<file path="config.mk">
export PLATFORM = sky130hd
export DESIGN_NAME = safe_code_path_flat
export DESIGN_NICKNAME = d
export VERILOG_FILES = /design/src/rtl/safe_pkg.sv /design/src/rtl/safe_code_path_if.sv /design/src/rtl/safe_entry_buf.sv /design/src/rtl/safe_code_path.sv /design/src/flat_wrapper.sv
export SDC_FILE = /design/constraint.sdc
export NUM_CORES = 1
export LEC_CHECK = 0
export ABC_CLOCK_PERIOD_IN_PS = 2260
export CORE_AREA = 2 2 98 100
export CTS_BUF_LIST = sky130_fd_sc_hd__clkbuf_2
export CTS_CLUSTER_DIAMETER = 30
export DETAILED_ROUTE_END_ITERATION = 8
export DIE_AREA = 0 0 100 102
export DONT_BUFFER_PORTS = 1
export PLACE_DENSITY = 0.57
export SETUP_SLACK_MARGIN = 0.5
export SLEW_MARGIN = 15
export SYNTH_ARGS = -nofsm -noshare
export SYNTH_HDL_FRONTEND = slang
export SYNTH_SLANG_ARGS = --single-unit
export TNS_END_PERCENT = 5
</file>
<file path="constraint.sdc">
create_clock -name clk -period 2.26 [get_ports clk]
set_input_delay 0.339 -clock clk [delete_from_list [all_inputs] [get_ports clk]]
set_output_delay 0.339 -clock clk [all_outputs]
set_load 0.01 [all_outputs]
</file>
<file path="src/rtl/safe_pkg.sv">
// Shared types and constants for the safe code datapath.
// Digit encoding, code word layout and the lockout state enumeration.
package safe_pkg;

    localparam int DEF_N_DIGITS = 4;
    localparam int DIGIT_MAX    = 9;

    typedef logic [3:0] digit_t;
    typedef digit_t [DEF_N_DIGITS-1:0] code_t;

    typedef enum logic {
        NORMAL     = 1'b0,
        LOCKED_OUT = 1'b1
    } lock_state_t;

    function automatic logic digit_ok(input digit_t d);
        return d <= digit_t'(DIGIT_MAX);
    endfunction

endpackage

</file>
<file path="src/rtl/safe_code_path_if.sv">
// Keypad / FSM handshake bundle between the unlock controller and the code datapath.
interface safe_code_path_if #(
    parameter int N_DIGITS = 4
);
    import safe_pkg::*;

    localparam int CNT_W = $clog2(N_DIGITS + 1);

    logic             KEY_VALID;
    digit_t           KEY_DIGIT;
    logic             CLEAR;
    logic             savePW;
    logic             saveAT;
    logic             MATCH;
    logic             LOCKOUT;
    logic [CNT_W-1:0] digit_count;
    logic [3:0]       fail_count;
    logic             bad_key;

    modport master (
        output KEY_VALID, KEY_DIGIT, CLEAR, savePW, saveAT,
        input  MATCH, LOCKOUT, digit_count, fail_count, bad_key
    );

    modport slave (
        input  KEY_VALID, KEY_DIGIT, CLEAR, savePW, saveAT,
        output MATCH, LOCKOUT, digit_count, fail_count, bad_key
    );

endinterface

</file>
<file path="src/rtl/safe_entry_buf.sv">
// Keypad entry buffer: shifts accepted digits in at the low nibble and flags rejected keys.
// Clear and capture both empty the buffer and swallow any same-cycle key without flagging it.
module safe_entry_buf
    import safe_pkg::*;
#(
    parameter int N_DIGITS = 4,
    parameter int CNT_W    = $clog2(N_DIGITS + 1)
) (
    input  logic                  clk,
    input  logic                  rst_n,
    input  logic                  key_valid,
    input  digit_t                key_digit,
    input  logic                  key_block,
    input  logic                  clear,
    input  logic                  capture,
    output digit_t [N_DIGITS-1:0] buffer,
    output logic   [CNT_W-1:0]    count,
    output logic                  bad_key
);

    digit_t [N_DIGITS-1:0] shifted;
    logic                  room;

    assign room = (count < CNT_W'(N_DIGITS));

    always_comb begin
        shifted = buffer;
        for (int i = N_DIGITS - 1; i > 0; i--) begin
            shifted[i] = buffer[i-1];
        end
        shifted[0] = key_digit;
    end

    always_ff @(posedge clk or negedge rst_n) begin
        if (!rst_n) begin
            buffer  <= '0;
            count   <= '0;
            bad_key <= 1'b0;
        end else begin
            bad_key <= 1'b0;
            if (clear || capture) begin
                buffer <= '0;
                count  <= '0;
            end else if (key_valid && !key_block) begin
                if (digit_ok(key_digit) && room) begin
                    buffer <= shifted;
                    count  <= count + 1'b1;
                end else begin
                    bad_key <= 1'b1;
                end
            end
        end
    end

endmodule

</file>
<file path="src/rtl/safe_code_path.sv">
// Safe-unlock datapath: password/attempt capture, MATCH generation, failed-attempt
// counting and a timed lockout that blocks the keypad.
//
// state      | meaning
// NORMAL     | keypad live, attempts scored against the stored password
// LOCKED_OUT | keypad ignored, MATCH forced low, timer counts down to release
module safe_code_path
    import safe_pkg::*;
#(
    parameter int N_DIGITS       = 4,
    parameter int MAX_FAILS      = 3,
    parameter int LOCKOUT_CYCLES = 1000
) (
    input logic             clk,
    input logic             RESETN,
    safe_code_path_if.slave bus
);

    localparam int CNT_W = $clog2(N_DIGITS + 1);
    localparam int TW    = (LOCKOUT_CYCLES > 1) ? $clog2(LOCKOUT_CYCLES) : 1;

    logic                  save_pw_q, save_at_q;
    logic                  pw_cap, at_cap;
    digit_t [N_DIGITS-1:0] buffer;
    logic   [CNT_W-1:0]    count;
    logic                  bad_key;

    digit_t [N_DIGITS-1:0] pw_reg, at_reg;
    logic   [CNT_W-1:0]    pw_len, at_len;
    logic                  pw_valid, at_valid;
    logic                  attempt_ok;

    lock_state_t           state, state_next;
    logic   [TW-1:0]       timer, timer_next;
    logic   [3:0]          fail_count, fail_next;
    logic                  locked;

    // Password capture takes priority; a coincident attempt edge is discarded.
    assign pw_cap = bus.savePW && !save_pw_q;
    assign at_cap = bus.saveAT && !save_at_q && !pw_cap;
    assign locked = (state == LOCKED_OUT);

    safe_entry_buf #(
        .N_DIGITS (N_DIGITS),
        .CNT_W    (CNT_W)
    ) u_entry (
        .clk       (clk),
        .rst_n     (RESETN),
        .key_valid (bus.KEY_VALID),
        .key_digit (bus.KEY_DIGIT),
        .key_block (locked),
        .clear     (bus.CLEAR),
        .capture   (pw_cap || at_cap),
        .buffer    (buffer),
        .count     (count),
        .bad_key   (bad_key)
    );

    always_ff @(posedge clk or negedge RESETN) begin
        if (!RESETN) begin
            save_pw_q <= 1'b0;
            save_at_q <= 1'b0;
            pw_reg    <= '0;
            at_reg    <= '0;
            pw_len    <= '0;
            at_len    <= '0;
            pw_valid  <= 1'b0;
            at_valid  <= 1'b0;
        end else begin
            save_pw_q <= bus.savePW;
            save_at_q <= bus.saveAT;
            if (pw_cap) begin
                pw_reg   <= buffer;
                pw_len   <= count;
                pw_valid <= 1'b1;
                at_valid <= 1'b0;
            end else if (at_cap) begin
                at_reg   <= buffer;
                at_len   <= count;
                at_valid <= 1'b1;
            end
        end
    end

    // Scored against the live buffer so the verdict lands on the capture edge itself.
    assign attempt_ok = pw_valid && (count == pw_len) && (buffer == pw_reg);

    always_ff @(posedge clk or negedge RESETN) begin
        if (!RESETN) begin
            state      <= NORMAL;
            timer      <= '0;
            fail_count <= '0;
        end else begin
            state      <= state_next;
            timer      <= timer_next;
            fail_count <= fail_next;
        end
    end

    always_comb begin
        state_next = state;
        timer_next = timer;
        fail_next  = fail_count;
        case (state)
            NORMAL: begin
                if (at_cap) begin
                    if (attempt_ok) begin
                        fail_next = '0;
                    end else begin
                        fail_next = (fail_count == 4'hF) ? 4'hF : fail_count + 4'd1;
                        if (fail_next >= 4'(MAX_FAILS)) begin
                            state_next = LOCKED_OUT;
                            timer_next = TW'(LOCKOUT_CYCLES - 1);
                        end
                    end
                end
            end
            LOCKED_OUT: begin
                if (timer == '0) begin
                    state_next = NORMAL;
                    fail_next  = '0;
                end else begin
                    timer_next = timer - 1'b1;
                end
            end
            default: begin
                state_next = NORMAL;
            end
        endcase
    end

    assign bus.MATCH       = pw_valid && at_valid && (pw_len == at_len) &&
                             (pw_reg == at_reg) && !locked;
    assign bus.LOCKOUT     = locked;
    assign bus.digit_count = count;
    assign bus.fail_count  = fail_count;
    assign bus.bad_key     = bad_key;

endmodule

</file>
<file path="src/flat_wrapper.sv">
// flat-port wrapper written by rule: the top's interface ports become plain ports
module safe_code_path_flat import safe_pkg::*;
#(
    parameter int N_DIGITS       = 4,
    parameter int MAX_FAILS      = 3,
    parameter int LOCKOUT_CYCLES = 1000
)
  (clk, RESETN, bus_KEY_VALID, bus_KEY_DIGIT, bus_CLEAR, bus_savePW, bus_saveAT, bus_MATCH, bus_LOCKOUT, bus_digit_count, bus_fail_count, bus_bad_key);
  safe_code_path_if #(.N_DIGITS(N_DIGITS)) bus_i ();
  input logic clk;
  input logic RESETN;
  input wire logic [$bits(bus_i.KEY_VALID)-1:0] bus_KEY_VALID;
  input wire logic [$bits(bus_i.KEY_DIGIT)-1:0] bus_KEY_DIGIT;
  input wire logic [$bits(bus_i.CLEAR)-1:0] bus_CLEAR;
  input wire logic [$bits(bus_i.savePW)-1:0] bus_savePW;
  input wire logic [$bits(bus_i.saveAT)-1:0] bus_saveAT;
  output wire logic [$bits(bus_i.MATCH)-1:0] bus_MATCH;
  output wire logic [$bits(bus_i.LOCKOUT)-1:0] bus_LOCKOUT;
  output wire logic [$bits(bus_i.digit_count)-1:0] bus_digit_count;
  output wire logic [$bits(bus_i.fail_count)-1:0] bus_fail_count;
  output wire logic [$bits(bus_i.bad_key)-1:0] bus_bad_key;
  assign bus_i.KEY_VALID = bus_KEY_VALID;
  assign bus_i.KEY_DIGIT = bus_KEY_DIGIT;
  assign bus_i.CLEAR = bus_CLEAR;
  assign bus_i.savePW = bus_savePW;
  assign bus_i.saveAT = bus_saveAT;
  assign bus_MATCH = bus_i.MATCH;
  assign bus_LOCKOUT = bus_i.LOCKOUT;
  assign bus_digit_count = bus_i.digit_count;
  assign bus_fail_count = bus_i.fail_count;
  assign bus_bad_key = bus_i.bad_key;
  safe_code_path #(.N_DIGITS(N_DIGITS), .MAX_FAILS(MAX_FAILS), .LOCKOUT_CYCLES(LOCKOUT_CYCLES)) u_core (.clk(clk), .RESETN(RESETN), .bus(bus_i));
endmodule
</file>
==> impl_results.html <==
<table>
<tr><th>Metric</th><th>Value</th></tr>
<tr><th colspan="2">Logic synthesis</th></tr>
<tr><td>Avg Synthesized Cell Area</td><td>11.4 um^2</td></tr>
<tr><td>Yosys top cell area share</td><td>53.8%</td></tr>
<tr><td>Synth warn</td><td>0</td></tr>
<tr><td>Share of the yosys chip area belonging to registers</td><td>53.8%</td></tr>
<tr><td>Synthesized area</td><td>3580 um^2</td></tr>
<tr><td>Synth Net Count</td><td>~330</td></tr>
<tr><td>Post-Synthesis Cells</td><td>314</td></tr>
<tr><td>Dominant cells by area after synthesis</td><td>sky130_fd_sc_hd__dfrtp_1, sky130_fd_sc_hd__mux2_2, sky130_fd_sc_hd__xnor2_1</td></tr>
<tr><td>Largest area contributor in the synthesized netlist</td><td>sky130_fd_sc_hd__dfrtp_1</td></tr>
<tr><td>Unique masters post-synth</td><td>42</td></tr>
<tr><td>Seq cells post-synth</td><td>77</td></tr>
<tr><th colspan="2">Global routing</th></tr>
<tr><td>Overall overflow remaining after global route</td><td>0</td></tr>
<tr><td>Wire length of the first global-routing pass</td><td>12.6 mm</td></tr>
<tr><td>Number of global-route vias before repair</td><td>about 2500</td></tr>
<tr><td>Maximum number of pins on one net before global-route repair</td><td>78</td></tr>
<tr><td>Met1 demand-to-capacity share in global routing</td><td>between 20% and 30%</td></tr>
<tr><td>Met3 Resource Use GR</td><td>under 10%</td></tr>
<tr><td>Global router's overall resource usage</td><td>15.9%</td></tr>
<tr><td>Met2 routing resource usage after global routing</td><td>about a quarter</td></tr>
<tr><td>Busiest grt layer</td><td>met2</td></tr>
<tr><td>Initial antenna violation count</td><td>0</td></tr>
<tr><th colspan="2">Placed design</th></tr>
<tr><td>Worst Setup Slack post-DPL</td><td>0.0947 ns</td></tr>
<tr><td>HPWL after detailed placement</td><td>4.84 mm</td></tr>
<tr><td>Port Buf Inserts</td><td>0</td></tr>
<tr><td>GPL Wtd Cong</td><td>0.762</td></tr>
<tr><th colspan="2">Layout</th></tr>
<tr><td>Relative area change from synthesis to final layout</td><td>13.9%</td></tr>
<tr><td>Antenna cells</td><td>0</td></tr>
<tr><td>Layout cells sized above 1</td><td>26.8%</td></tr>
<tr><td>Number of nets in the final layout</td><td>roughly 350</td></tr>
<tr><td>Post-Route Utilization</td><td>44.8%</td></tr>
<tr><th colspan="2">Drt</th></tr>
<tr><td>Number of DRC markers in iteration 0</td><td>104</td></tr>
<tr><td>Drt first pass iters</td><td>4</td></tr>
<tr><td>DRC</td><td>0</td></tr>
<tr><td>DRT antenna net count</td><td>0</td></tr>
<tr><td>Vias</td><td>2362</td></tr>
<tr><td>Via-to-Cell Ratio</td><td>5.20</td></tr>
<tr><td>Routed length per instance</td><td>~16 um</td></tr>
<tr><td>Final WL</td><td>7.47 mm</td></tr>
<tr><th colspan="2">Die</th></tr>
<tr><td>Initial standard-cell utilization of the core</td><td>39.3%</td></tr>
<tr><td>Standard-cell row count</td><td>35</td></tr>
<tr><td>Chip width</td><td>~100 um</td></tr>
<tr><td>Overall die area</td><td>10200 um^2</td></tr>
<tr><td>Core box area</td><td>about 9000 um^2</td></tr>
<tr><td>Die height</td><td>about 100 um</td></tr>
<tr><td>Top-Level Pins</td><td>20</td></tr>
<tr><th colspan="2">Power and ir drop</th></tr>
<tr><td>Proportion of power drawn by the clock network</td><td>24.0%</td></tr>
<tr><td>Overall power after layout</td><td>3.17 mW</td></tr>
<tr><td>Leak</td><td>approximately 1.9 nW</td></tr>
<tr><td>Cell internal pwr</td><td>approximately 2.1 mW</td></tr>
<tr><td>Worst-case vdd ir drop</td><td>0.357 mV</td></tr>
<tr><td>Proportion of total power due to net switching</td><td>34.1%</td></tr>
<tr><td>Net switching power</td><td>1.08 mW</td></tr>
<tr><td>Logic gate share of total power</td><td>25.2%</td></tr>
<tr><td>Share of power burned in registers</td><td>50.8%</td></tr>
<tr><td>Power density over the cells</td><td>between 700 and 800 nW/um^2</td></tr>
<tr><th colspan="2">Setup path</th></tr>
<tr><td>Worst reg2reg path depth</td><td>8</td></tr>
<tr><td>CP endpoint kind</td><td>output pin</td></tr>
<tr><td>Worst reg2reg setup slack</td><td>0.15 ns</td></tr>
<tr><td>Critical Path, Cell by Cell</td><td>xor2_1 -&gt; nor4_2 -&gt; nand4_1 -&gt; nor4_2 -&gt; buf_4</td></tr>
<tr><td>WP data arrival</td><td>2.05 ns</td></tr>
<tr><td>Worst Path Required</td><td>approximately 1.9 ns</td></tr>
<tr><td>Slowest cell on the critical path</td><td>sky130_fd_sc_hd__dfrtp_1</td></tr>
<tr><td>Critical path fanouts, max</td><td>2</td></tr>
<tr><td>Reg-to-reg critical path endpoint</td><td>u_core.timer[0]$_DFFE_PN0P_</td></tr>
<tr><td>Source of the critical timing path</td><td>u_core.pw_reg[11]$_DFFE_PN0N_</td></tr>
<tr><td>Critical path's most frequent cell</td><td>sky130_fd_sc_hd__nor4_2</td></tr>
<tr><td>Max stage delay on crit path</td><td>0.44 ns</td></tr>
<tr><td>Setup crit start kind</td><td>register</td></tr>
<tr><td>RR Startpoint</td><td>u_core.pw_reg[11]$_DFFE_PN0N_</td></tr>
<tr><td>Critical path start-end classification</td><td>register to output pin</td></tr>
<tr><th colspan="2">Run</th></tr>
<tr><td>Count of max-cap constraint violations</td><td>0</td></tr>
<tr><th colspan="2">STA</th></tr>
<tr><td>Final-report hold violation count</td><td>77</td></tr>
<tr><td>Minimum setup slack in the final design</td><td>-0.127 ns</td></tr>
<tr><td>Slew margin rel.</td><td>approximately 73%</td></tr>
<tr><td>Fin crit period</td><td>2.39 ns</td></tr>
<tr><td>Total setup violations reported at the end of the flow</td><td>1</td></tr>
<tr><td>Setup repair after global routing missed its margin</td><td>yes</td></tr>
<tr><td>Worst-Margin Slew</td><td>0.405 ns</td></tr>
<tr><td>Clock skew after layout</td><td>0.0251 ns</td></tr>
<tr><td>Sum of negative setup slack</td><td>-0.127 ns</td></tr>
<tr><td>Maximum operating frequency</td><td>419 MHz</td></tr>
<tr><td>Post-route fraction of the period consumed by the critical path</td><td>106%</td></tr>
<tr><td>Pins over their slew limit</td><td>0</td></tr>
<tr><td>Worst-case hold slack</td><td>-0.552 ns</td></tr>
<tr><th colspan="2">Run status</th></tr>
<tr><td>Result of the run</td><td>finished with violations</td></tr>
<tr><td>Violated checks</td><td>hold timing, setup timing</td></tr>
<tr><th colspan="2">Clock tree</th></tr>
<tr><td>Clock transition at the registers of the reported paths</td><td>0.22 ns</td></tr>
<tr><td>Clock tree root buffer cell</td><td>sky130_fd_sc_hd__clkbuf_2</td></tr>
<tr><td>Buffers from clock root to sink, at most</td><td>2</td></tr>
<tr><td>CTS buffer count</td><td>9</td></tr>
<tr><td>Htree depth</td><td>3</td></tr>
<tr><td>Insertion delay to the later sink of the worst-skew pair</td><td>0.54 ns</td></tr>
<tr><td>TritonCTS clock tree</td><td>done</td></tr>
<tr><td>Hold-fix buffer count after cts</td><td>8</td></tr>
<tr><td>Number of sinks driven by the clock tree</td><td>77</td></tr>
<tr><th colspan="2">Min path</th></tr>
<tr><td>Hold WC Path Type</td><td>primary input to asynchronous set/reset pin</td></tr>
</table>
==> routing by layer <==
layer | part of all wire (%) | up-vias | routed length, um
li1 | - | 1136 | -
met1 | 48 | 1181 | 3590
met2 | 47 | 36 | 3530
met3 | 3.6 | 9 | 266
met4 | 1.1 | 0 | 79
met5 | 0 | - | 0
==> power groups by stage <==
stage | combinational, mW | clock (mW) | sequential (mW)
3_5_place_dp | 0.717 | 0 | 1.63
5_1_grt | 0.896 | 0.834 | 1.63
3_3_place_gp | 0.706 | 0 | 1.63
6_report | 0.799 | 0.761 | 1.61
2_1_floorplan | 0.509 | 0 | 1.63
4_1_cts | 0.774 | 0.780 | 1.61
==> cell families after synthesis <==
logic type                 synth area share [%]
buffers and inverters                      1.78
muxes                                      12.2
xor gates and xnor gates                   9.78
DFF                                        53.8
AOI/OAI and AO/OA                          8.00
adders and majority gates                  1.40
and+or+nand+nor                            13.1
==> final cells by class <==
| cell class | instances | area, um^2 |
|---|---|---|
| well taps | 111 | 139 |
| multi-input cells | 222 | 1680 |
| clock buffers | 10 | 50.0 |
| inverters | 3 | 11.3 |
| flip-flops and latches | 77 | 1930 |
| fillers | 849 | 5030 |
| repair buffers | 25 | 215 |
| clock inverters | 6 | 63.8 |
==> Yosys cell counts, drive strengths merged <==
cell and instances:
o21ai 3, ha 4, nor3b 1, or2 1
a21oi 24, nor4 5, nor4b 2, clkbuf 8
or3 1, nor2 14, mux2i 1, a22oi 1
o21a 1, nand4 7, dfrtp 77, a21o 1
mux2 38, o31a 1, nand3 3, o41ai 1
o22a 1, or4 1, o31ai 7, nor3 4
and2 1, inv 3, nand2 42, xor2 18
and4bb 1, and3b 1, a2111o 1, nor2b 5
xnor2 22, a22o 3, buf 4, nand3b 2
a41oi 1, nand2b 3
==> through the flow <==
stage,instances,instance area [um^2]
floorplan,314,3590
finish,454,4080
global placement,428,3790
global route,454,4080
CTS,454,4050
detailed placement,428,3790
==> timing repair <==
item | 4_1_cts | 5_1_grt
pin swaps | 7 | 10
endpoints found under the setup margin | 16 | 16
setup buffers | 2 | 0
resized for setup | 11 | 7
endpoints found under the hold margin | 84 | 77
==> critical path: cells and delay by family, from the launching register on <==
| family | cells | cell delay (ns) |
|---|---|---|
| flip-flops | 1 | 0.44 |
| AND/OR/NAND/NOR | 3 | 0.71 |
| XOR/XNOR | 1 | 0.17 |
| buffers and inverters | 1 | 0.18 |
==> cells in the final DEF (no fill, tap or decap), types with 4 or more instances in the layout <==
cell type / count
sky130_fd_sc_hd__a21oi_1: 21
sky130_fd_sc_hd__buf_4: 15
sky130_fd_sc_hd__clkbuf_2: 10
sky130_fd_sc_hd__dfrtp_1: 77
sky130_fd_sc_hd__dlygate4sd3_1: 8
sky130_fd_sc_hd__ha_1: 4
sky130_fd_sc_hd__mux2_2: 38
sky130_fd_sc_hd__nand2_1: 42
sky130_fd_sc_hd__nand4_1: 7
sky130_fd_sc_hd__nor2_1: 14
sky130_fd_sc_hd__nor3_1: 4
sky130_fd_sc_hd__o31ai_2: 5
sky130_fd_sc_hd__xnor2_1: 22
sky130_fd_sc_hd__xor2_1: 18
==> worst max path at each step <==
stage / end / slack (ns) / cells past startpoint
floorplan: u_core.timer[7]$_DFFE_PN0P_ / 0.39 / 7
global placement: u_core.timer[0]$_DFFE_PN0P_ / 0.08 / 7
detailed placement: u_core.timer[0]$_DFFE_PN0P_ / 0.09 / 7
CTS: bus_MATCH / -0.18 / 5
global route: bus_MATCH / -0.28 / 5
finish: bus_MATCH / -0.13 / 5
No activity file was read; power rests on OpenSTA's default activity.
